$ cat config.mk
export PLATFORM = sky130hd
export DESIGN_NAME = id_ex_stage_flat
export DESIGN_NICKNAME = d
export VERILOG_FILES = /design/src/rtl/id_ex_stage_if.sv /design/src/rtl/id_ex_stage.sv /design/src/flat_wrapper.sv
export SDC_FILE = /design/constraint.sdc
export NUM_CORES = 1
export LEC_CHECK = 0
export ABC_AREA = 0
export CAP_MARGIN = 10
export CORE_AREA = 10 10 139 109
export DETAILED_ROUTE_END_ITERATION = 8
export DIE_AREA = 0 0 149 119
export DONT_BUFFER_PORTS = 1
export HOLD_SLACK_MARGIN = 0.05
export PLACE_DENSITY = 0.74
export SKIP_LAST_GASP = 1
export SLEW_MARGIN = 20
export SYNTH_ARGS = -nofsm -noshare
export SYNTH_HDL_FRONTEND = slang
export SYNTH_SLANG_ARGS = --single-unit
$ cat constraint.sdc
create_clock -name CLK -period 3.6 [get_ports CLK]
set_clock_uncertainty 0.2 [all_clocks]
set_input_delay 0.72 -clock CLK [delete_from_list [all_inputs] [get_ports CLK]]
set_output_delay 0.72 -clock CLK [all_outputs]
set_load 0.005 [all_outputs]
$ cat src/rtl/id_ex_stage_if.sv
// ID-to-EX boundary bundle: decode-side inputs and the latched EX-side fields.
// master = decode/upstream driver, slave = the id_ex_stage register itself.
interface id_ex_stage_if #(
    parameter int DW = 32,
    parameter int RW = 5
);
    logic          ihit;
    logic          mem_busy;
    logic          flush;
    logic [RW-1:0] rs_i;
    logic [RW-1:0] rt_i;
    logic [RW-1:0] rd_i;
    logic [5:0]    opcode_i;
    logic [5:0]    funct_i;
    logic [15:0]   imm_i;
    logic [1:0]    reg_dest_i;
    logic          uses_rt_i;
    logic          WEN_i;
    logic [DW-1:0] rdat1_i;
    logic [DW-1:0] rdat2_i;
    logic [DW-1:0] pc4_i;

    logic [RW-1:0] rs_o;
    logic [RW-1:0] rt_o;
    logic [5:0]    opcode_o;
    logic [5:0]    funct_o;
    logic [1:0]    reg_dest_o;
    logic [RW-1:0] wsel_o;
    logic          WEN_o;
    logic [15:0]   imm_o;
    logic [DW-1:0] rdat1_o;
    logic [DW-1:0] rdat2_o;
    logic [DW-1:0] pc4_o;
    logic          valid_o;
    logic          stall_o;
    logic [31:0]   bubble_cnt_o;

    modport master (
        output ihit, mem_busy, flush, rs_i, rt_i, rd_i, opcode_i, funct_i, imm_i,
               reg_dest_i, uses_rt_i, WEN_i, rdat1_i, rdat2_i, pc4_i,
        input  rs_o, rt_o, opcode_o, funct_o, reg_dest_o, wsel_o, WEN_o, imm_o,
               rdat1_o, rdat2_o, pc4_o, valid_o, stall_o, bubble_cnt_o
    );

    modport slave (
        input  ihit, mem_busy, flush, rs_i, rt_i, rd_i, opcode_i, funct_i, imm_i,
               reg_dest_i, uses_rt_i, WEN_i, rdat1_i, rdat2_i, pc4_i,
        output rs_o, rt_o, opcode_o, funct_o, reg_dest_o, wsel_o, WEN_o, imm_o,
               rdat1_o, rdat2_o, pc4_o, valid_o, stall_o, bubble_cnt_o
    );
endinterface

$ cat src/rtl/id_ex_stage.sv
// ID/EX pipeline register with load-use stall/bubble; optional bubble counter via ID_EX_BUBBLE_CNT_EN.
// Latency: 1 advancing cycle ID->EX; stall_o is combinational from the latched load and ID indices.
// Backpressure: holds everything while ~ihit or mem_busy; flush/stall latch a zero bubble on advance.
module id_ex_stage #(
    parameter int DW = 32,
    parameter int RW = 5
) (
    input  logic        CLK,
    input  logic        RST,
    id_ex_stage_if.slave bus
);
    localparam logic [5:0] OP_LW  = 6'h23;
    localparam logic [5:0] OP_LL  = 6'h30;
    localparam logic [1:0] SEL_RT = 2'd1;
    localparam logic [1:0] SEL_31 = 2'd2;

    typedef struct packed {
        logic          valid;
        logic          wen;
        logic [5:0]    opcode;
        logic [5:0]    funct;
        logic [RW-1:0] rs;
        logic [RW-1:0] rt;
        logic [RW-1:0] wsel;
        logic [1:0]    reg_dest;
        logic [15:0]   imm;
        logic [DW-1:0] rdat1;
        logic [DW-1:0] rdat2;
        logic [DW-1:0] pc4;
    } stage_t;

    stage_t        stage_q, stage_d;
    logic          adv;
    logic          hazard;
    logic [RW-1:0] wsel_in;

    always_comb begin
        adv = bus.ihit & ~bus.mem_busy;
        // Only a valid load writing a nonzero register can starve the next instruction.
        hazard = stage_q.valid && stage_q.wen && (stage_q.wsel != '0)
              && ((stage_q.opcode == OP_LW) || (stage_q.opcode == OP_LL))
              && ((stage_q.wsel == bus.rs_i) || (bus.uses_rt_i && (stage_q.wsel == bus.rt_i)));

        case (bus.reg_dest_i)
            SEL_RT:  wsel_in = bus.rt_i;
            SEL_31:  wsel_in = RW'(31);
            default: wsel_in = bus.rd_i;
        endcase

        stage_d = stage_q;
        if (adv) begin
            if (bus.flush || hazard) begin
                stage_d = '0;
            end else begin
                stage_d.valid    = 1'b1;
                stage_d.wen      = bus.WEN_i;
                stage_d.opcode   = bus.opcode_i;
                stage_d.funct    = bus.funct_i;
                stage_d.rs       = bus.rs_i;
                stage_d.rt       = bus.rt_i;
                stage_d.wsel     = wsel_in;
                stage_d.reg_dest = bus.reg_dest_i;
                stage_d.imm      = bus.imm_i;
                stage_d.rdat1    = bus.rdat1_i;
                stage_d.rdat2    = bus.rdat2_i;
                stage_d.pc4      = bus.pc4_i;
            end
        end
    end

    always_ff @(posedge CLK) begin
        if (RST) stage_q <= '0;
        else     stage_q <= stage_d;
    end

`ifdef ID_EX_BUBBLE_CNT_EN
    logic [31:0] bubble_cnt_q, bubble_cnt_d;

    always_comb begin
        bubble_cnt_d = bubble_cnt_q;
        if (adv && (bus.flush || hazard) && (bubble_cnt_q != '1))
            bubble_cnt_d = bubble_cnt_q + 32'd1;
    end

    always_ff @(posedge CLK) begin
        if (RST) bubble_cnt_q <= '0;
        else     bubble_cnt_q <= bubble_cnt_d;
    end

    assign bus.bubble_cnt_o = bubble_cnt_q;
`else
    assign bus.bubble_cnt_o = '0;
`endif

    // A flushed ID slot is squashed upstream, so it must not also freeze the PC.
    assign bus.stall_o    = hazard & ~bus.flush;
    assign bus.valid_o    = stage_q.valid;
    assign bus.WEN_o      = stage_q.wen;
    assign bus.opcode_o   = stage_q.opcode;
    assign bus.funct_o    = stage_q.funct;
    assign bus.rs_o       = stage_q.rs;
    assign bus.rt_o       = stage_q.rt;
    assign bus.wsel_o     = stage_q.wsel;
    assign bus.reg_dest_o = stage_q.reg_dest;
    assign bus.imm_o      = stage_q.imm;
    assign bus.rdat1_o    = stage_q.rdat1;
    assign bus.rdat2_o    = stage_q.rdat2;
    assign bus.pc4_o      = stage_q.pc4;
endmodule

$ cat src/flat_wrapper.sv
// flat-port wrapper written by rule: the top's interface ports become plain ports
module id_ex_stage_flat 
#(
    parameter int DW = 32,
    parameter int RW = 5
)
  (CLK, RST, bus_ihit, bus_mem_busy, bus_flush, bus_rs_i, bus_rt_i, bus_rd_i, bus_opcode_i, bus_funct_i, bus_imm_i, bus_reg_dest_i, bus_uses_rt_i, bus_WEN_i, bus_rdat1_i, bus_rdat2_i, bus_pc4_i, bus_rs_o, bus_rt_o, bus_opcode_o, bus_funct_o, bus_reg_dest_o, bus_wsel_o, bus_WEN_o, bus_imm_o, bus_rdat1_o, bus_rdat2_o, bus_pc4_o, bus_valid_o, bus_stall_o, bus_bubble_cnt_o);
  id_ex_stage_if #(.DW(DW), .RW(RW)) bus_i ();
  input  logic CLK;
  input  logic RST;
  input wire logic [$bits(bus_i.ihit)-1:0] bus_ihit;
  input wire logic [$bits(bus_i.mem_busy)-1:0] bus_mem_busy;
  input wire logic [$bits(bus_i.flush)-1:0] bus_flush;
  input wire logic [$bits(bus_i.rs_i)-1:0] bus_rs_i;
  input wire logic [$bits(bus_i.rt_i)-1:0] bus_rt_i;
  input wire logic [$bits(bus_i.rd_i)-1:0] bus_rd_i;
  input wire logic [$bits(bus_i.opcode_i)-1:0] bus_opcode_i;
  input wire logic [$bits(bus_i.funct_i)-1:0] bus_funct_i;
  input wire logic [$bits(bus_i.imm_i)-1:0] bus_imm_i;
  input wire logic [$bits(bus_i.reg_dest_i)-1:0] bus_reg_dest_i;
  input wire logic [$bits(bus_i.uses_rt_i)-1:0] bus_uses_rt_i;
  input wire logic [$bits(bus_i.WEN_i)-1:0] bus_WEN_i;
  input wire logic [$bits(bus_i.rdat1_i)-1:0] bus_rdat1_i;
  input wire logic [$bits(bus_i.rdat2_i)-1:0] bus_rdat2_i;
  input wire logic [$bits(bus_i.pc4_i)-1:0] bus_pc4_i;
  output wire logic [$bits(bus_i.rs_o)-1:0] bus_rs_o;
  output wire logic [$bits(bus_i.rt_o)-1:0] bus_rt_o;
  output wire logic [$bits(bus_i.opcode_o)-1:0] bus_opcode_o;
  output wire logic [$bits(bus_i.funct_o)-1:0] bus_funct_o;
  output wire logic [$bits(bus_i.reg_dest_o)-1:0] bus_reg_dest_o;
  output wire logic [$bits(bus_i.wsel_o)-1:0] bus_wsel_o;
  output wire logic [$bits(bus_i.WEN_o)-1:0] bus_WEN_o;
  output wire logic [$bits(bus_i.imm_o)-1:0] bus_imm_o;
  output wire logic [$bits(bus_i.rdat1_o)-1:0] bus_rdat1_o;
  output wire logic [$bits(bus_i.rdat2_o)-1:0] bus_rdat2_o;
  output wire logic [$bits(bus_i.pc4_o)-1:0] bus_pc4_o;
  output wire logic [$bits(bus_i.valid_o)-1:0] bus_valid_o;
  output wire logic [$bits(bus_i.stall_o)-1:0] bus_stall_o;
  output wire logic [$bits(bus_i.bubble_cnt_o)-1:0] bus_bubble_cnt_o;
  assign bus_i.ihit = bus_ihit;
  assign bus_i.mem_busy = bus_mem_busy;
  assign bus_i.flush = bus_flush;
  assign bus_i.rs_i = bus_rs_i;
  assign bus_i.rt_i = bus_rt_i;
  assign bus_i.rd_i = bus_rd_i;
  assign bus_i.opcode_i = bus_opcode_i;
  assign bus_i.funct_i = bus_funct_i;
  assign bus_i.imm_i = bus_imm_i;
  assign bus_i.reg_dest_i = bus_reg_dest_i;
  assign bus_i.uses_rt_i = bus_uses_rt_i;
  assign bus_i.WEN_i = bus_WEN_i;
  assign bus_i.rdat1_i = bus_rdat1_i;
  assign bus_i.rdat2_i = bus_rdat2_i;
  assign bus_i.pc4_i = bus_pc4_i;
  assign bus_rs_o = bus_i.rs_o;
  assign bus_rt_o = bus_i.rt_o;
  assign bus_opcode_o = bus_i.opcode_o;
  assign bus_funct_o = bus_i.funct_o;
  assign bus_reg_dest_o = bus_i.reg_dest_o;
  assign bus_wsel_o = bus_i.wsel_o;
  assign bus_WEN_o = bus_i.WEN_o;
  assign bus_imm_o = bus_i.imm_o;
  assign bus_rdat1_o = bus_i.rdat1_o;
  assign bus_rdat2_o = bus_i.rdat2_o;
  assign bus_pc4_o = bus_i.pc4_o;
  assign bus_valid_o = bus_i.valid_o;
  assign bus_stall_o = bus_i.stall_o;
  assign bus_bubble_cnt_o = bus_i.bubble_cnt_o;
  id_ex_stage #(.DW(DW), .RW(RW)) u_core (.CLK(CLK), .RST(RST), .bus(bus_i));
endmodule
Word level (Yosys, flattened, before mapping)
Index checks and enable logic that the tools add are counted.
Cells by class
  equal/unequal tests: 6
  muxes and demuxes: 2
  bitwise operators: 4
  reductions and logical operators: 9
Operator list (number)
  $mux 143: 1
  $eq 6x6->1 const B: 2
  $eq 5x5->1: 2
  $pmux 5 s2: 1
  $logic_and 1x1->1: 5
  $reduce_bool 5->1: 1
  $logic_or 1x1->1: 3
  $and 1x1->1: 2
  $eq 2x1->1 const B: 1
  $eq 2x2->1 const B: 1
  $not 1->1: 2
Word-level totals
  register bits: 143
  output and inout port bits: 176
  word-level logic and storage cells: 33

Longest topological paths before layout
  depth after elaboration: 6
  depth in mapped cells: 7
  mapped depth without buffers: 6

Worst setup path after synthesis
No wires, ideal clock.
  kind: input to output
  from: input bus_rs_i[4]
  to: output bus_stall_o
  arrival time: 1610 ps
  data required time: 2680 ps
  slack: 1070 ps
  stages: 5
  buffers on the path: 1
  cell sequence: xnor2_1 nand3_1 o22ai_2 buf_2 and3b_1
Between the ends
  word-level cells in the longest chain between the ends: 4
RTL lines
  from (decl): line flat_wrapper.sv:14  | input wire logic [$bits(bus_i.rs_i)-1:0] bus_rs_i;
  $eq 5x5->1: line id_ex_stage.sv:42  | && ((stage_q.wsel == bus.rs_i) || (bus.uses_rt_i && (stage_q.wsel == bus.rt_i)));
  $logic_or 1x1->1: line id_ex_stage.sv:42
  $logic_and 1x1->1: line id_ex_stage.sv:42
  $and 1x1->1: line id_ex_stage.sv:96  | assign bus.stall_o = hazard & ~bus.flush;
  to (decl): line flat_wrapper.sv:38  | output wire logic [$bits(bus_i.stall_o)-1:0] bus_stall_o;
Every way passes these cells.

Worst setup path after layout
  from: register u_core.stage_q (netlist bit u_core.bus.opcode_o[5])
  to: output bus_stall_o
Between the ends
  word-level cells in the longest chain between the ends: 5
RTL lines
  from (decl): line id_ex_stage.sv:32  | stage_t stage_q, stage_d;
  from (signal assigned): line id_ex_stage.sv:73  | else stage_q <= stage_d;
  $eq 6x6->1: line id_ex_stage.sv:41  | && ((stage_q.opcode == OP_LW) || (stage_q.opcode == OP_LL))
  $logic_or 1x1->1 (*): line id_ex_stage.sv:41
  $logic_and 1x1->1 (*): line id_ex_stage.sv:41
  $logic_and 1x1->1 (*): line id_ex_stage.sv:42
  $and 1x1->1 (*): line id_ex_stage.sv:96
Every way passes the cells marked *; elsewhere a longest branch is shown, timed or not.

==> run_results.csv <==
group,metric,value,unit
cts,tritoncts,"built",
hold_path,hold_end,"u_core.bus.valid_o$_SDFFE_PP0P_",
critical_path,rr_endpoint,"u_core.bus.rdat1_o[24]$_SDFFE_PP0P_",
cts,cts_made_buffers,17,
critical_path,r2r-start,"u_core.bus.wsel_o[0]$_SDFFE_PP0P_",
flow_run,drv_cap,0,
synth,postSynthAreaPerCell,8.22,sq um
route,drc,0,
placed_design,placed_cell_area,7080,sq um
finish,area_growth,4.58,%
cts,cts_resized,0,
synth,synth_ff_type,"dfxtp_1",
route,vias,6322,
route,wl_per_cell,21.7,microns
outcome,status,"complete, no violations",
sta,tightest_slew,0.943,ns
power,p_switching,1.03,mW
power,seq_power_share,0.475,
placed_design,hpwl,15.1,mm
sta,tns,0,ns
critical_path,crit_required,2.68,ns
sta,hold_violations,0,
power,share_comb_of_total_power,0.102,
synth,ys_seq_elements,143,
sta,fin_crit_sh,0.758,
global_routing,track_usage,0.232,
finish,final_common_cell,"nand2_1",
placed_design,gp_congestion,0.844,
hold_path,hold_path_depth,1,
cts,clk_pin_slew,0.06,ns
sta,rsz0062_at_grt,"false",
critical_path,end_kind,"primary output",
route,vias_per_cell,6.31,
die,io_pins,324,
sta,fin_crit,2.73,ns
cts,htree_levels,4,
cts,clock_path_buffers,2,
synth,yosys_warnings,0,
critical_path,path_class,"reg2out",
global_routing,antenna_found_initial,0,
die,initial_core_util,0.577,
sta,slew_violations,0,
route,antenna_left,0,
synth,synth_edf_count,0,
synth,ys_seq_area_frac,0.394,
placed_design,placement.io_buffers,0,
finish,layout-drive-gt1-share,0.0975,
die,die_area,17700,sq um
cts,cts-root-buf,"clkbuf_16",
critical_path,startpoint,"u_core.bus.opcode_o[5]$_SDFFE_PP0P_",
synth,yosysUniqueCellTypes,29,
synth,synthArstFlopShare,0,
global_routing,grt_pass1_wl,33.8,mm
global_routing,grt_overflow_total,0,
critical_path,critPathLaunchType,"register",
die,coreArea,12600,sq um
sta,slew_headroom,0.371,
die,die_w,149,microns
critical_path,r2r_slack,1.26,ns
synth,synth_cells,885,
finish,layout_common_cells,"292 x nand2_1, 246 x o211ai_1, 143 x dfxtp_1",
route,wl,21.8,mm
cts,postCtsSetupRepairBufs,0,
power,clkPwrFrac,0.423,
hold_path,min_from,"RST",
sta,setup_viol,0,
power,finalPower,3.73,mW
die,die_h,119,microns
route,drt_iter0_drc,617,
global_routing,first_global_vias,6055,
finish,fin_area,7610,sq um
cts,cts.sinks,143,
power,sw_frac_of_total,0.276,
power,ir_drop,0.307,mV
route,first_pass_iters,5,
sta,holdWs,0.169,ns
power,internal-power,2.70,mW
finish,final_util,0.603,
global_routing,grt_max_degree,153,
power,power.leakage,2.41,nW
critical_path,crit_arrival,1.81,ns
critical_path,worstRegToRegCells,5,
critical_path,cp_max_fo,3,
synth,syn_area,7270,sq um
die,rows,36,
cts,clkLatencyLatePin,0.43,ns
finish,fin_nets,968,
cts,ctsHoldBuffers,0,
sta,fmaxAchievable,366,MHz
power,p_per_area,490,nW/um^2
hold_path,hp-class,"in2reg",
finish,diodes,0,
synthesized netlist by cell type (all sizes together) (2+ instances only):
cell	count	area, sq um
dfxtp	143	2860
ha	2	25.0
nor2	2	15.0
and3b	2	17.5
o211ai	284	2320
inv	2	7.51
o21ai	5	25.0
clkbuf	57	214
a21oi	5	25.0
xnor2	10	87.6
nand2	292	1100
nor3b	2	15.0
buf	68	468
routing by layer:
metal  GRT usage  vias to the layer above  share of wire
li1            -                     2992              -
met1       0.244                     2990           0.34
met2       0.385                      302           0.49
met3       0.122                       38           0.14
met4      0.0949                        0          0.025
met5           0                        -              0
cell families after synthesis:
| family | count (synthesis) | synth area share |
|---|---|---|
| simple gates | 304 | 0.163 |
| xor+xnor | 10 | 0.0120 |
| fa+ha+maj | 2 | 0.00344 |
| buf+inv | 127 | 0.0948 |
| flops | 143 | 0.394 |
| compound gates | 298 | 0.332 |
| other cells | 1 | 0.000516 |
state kept, by name, summed over array words and instances, names as in the netlist:
| name | cells |
|---|---|
| u_core.bus.pc4_o | 32 |
| u_core.bus.rdat2_o | 32 |
| u_core.bus.funct_o | 6 |
| u_core.bus.WEN_o | 1 |
| u_core.bus.rt_o | 5 |
| u_core.bus.rs_o | 5 |
| u_core.bus.reg_dest_o | 2 |
| u_core.bus.valid_o | 1 |
| u_core.bus.rdat1_o | 32 |
| u_core.bus.wsel_o | 5 |
| u_core.bus.opcode_o | 6 |
| u_core.bus.imm_o | 16 |
stage by stage:
step / instances / setup slack, ns
3_5_place_dp: 970 / 1.11
2_1_floorplan: 916 / 1.07
6_report: 1002 / 0.871
5_1_grt: 1002 / 0.755
3_3_place_gp: 970 / 1.11
4_1_cts: 1002 / 0.844
power by group through the flow:
stage               clock [mW]  sequential (mW)  combinational, mW
finish                    1.58             1.77              0.380
global route              1.66             1.78              0.419
CTS                       1.60             1.78              0.375
detailed placement           0             1.81              0.375
global placement             0             1.81              0.358
floorplan                    0             1.77              0.368
worst max-delay path: stages (launching register included):
cell and delay, ns:
dfxtp_1 0.40, nor3b_1 0.40, o2111ai_4 0.20, nor2_1 0.16
and3b_1 0.24
cell type report:
type                    count  area (sq um)
inverters                   2          7.51
multi-input cells         646          3870
flip-flops and latches    143          2860
repair buffers              8           123
clock buffers              22           464
clock inverters            10          65.1
fillers                  1065          5010
well taps                 171           214
worst max path at each step:
stage,to
6_report,bus_stall_o
3_3_place_gp,bus_stall_o
2_1_floorplan,bus_stall_o
5_1_grt,bus_stall_o
4_1_cts,bus_stall_o
3_5_place_dp,bus_stall_o
Power figures use the tool's default switching activity.
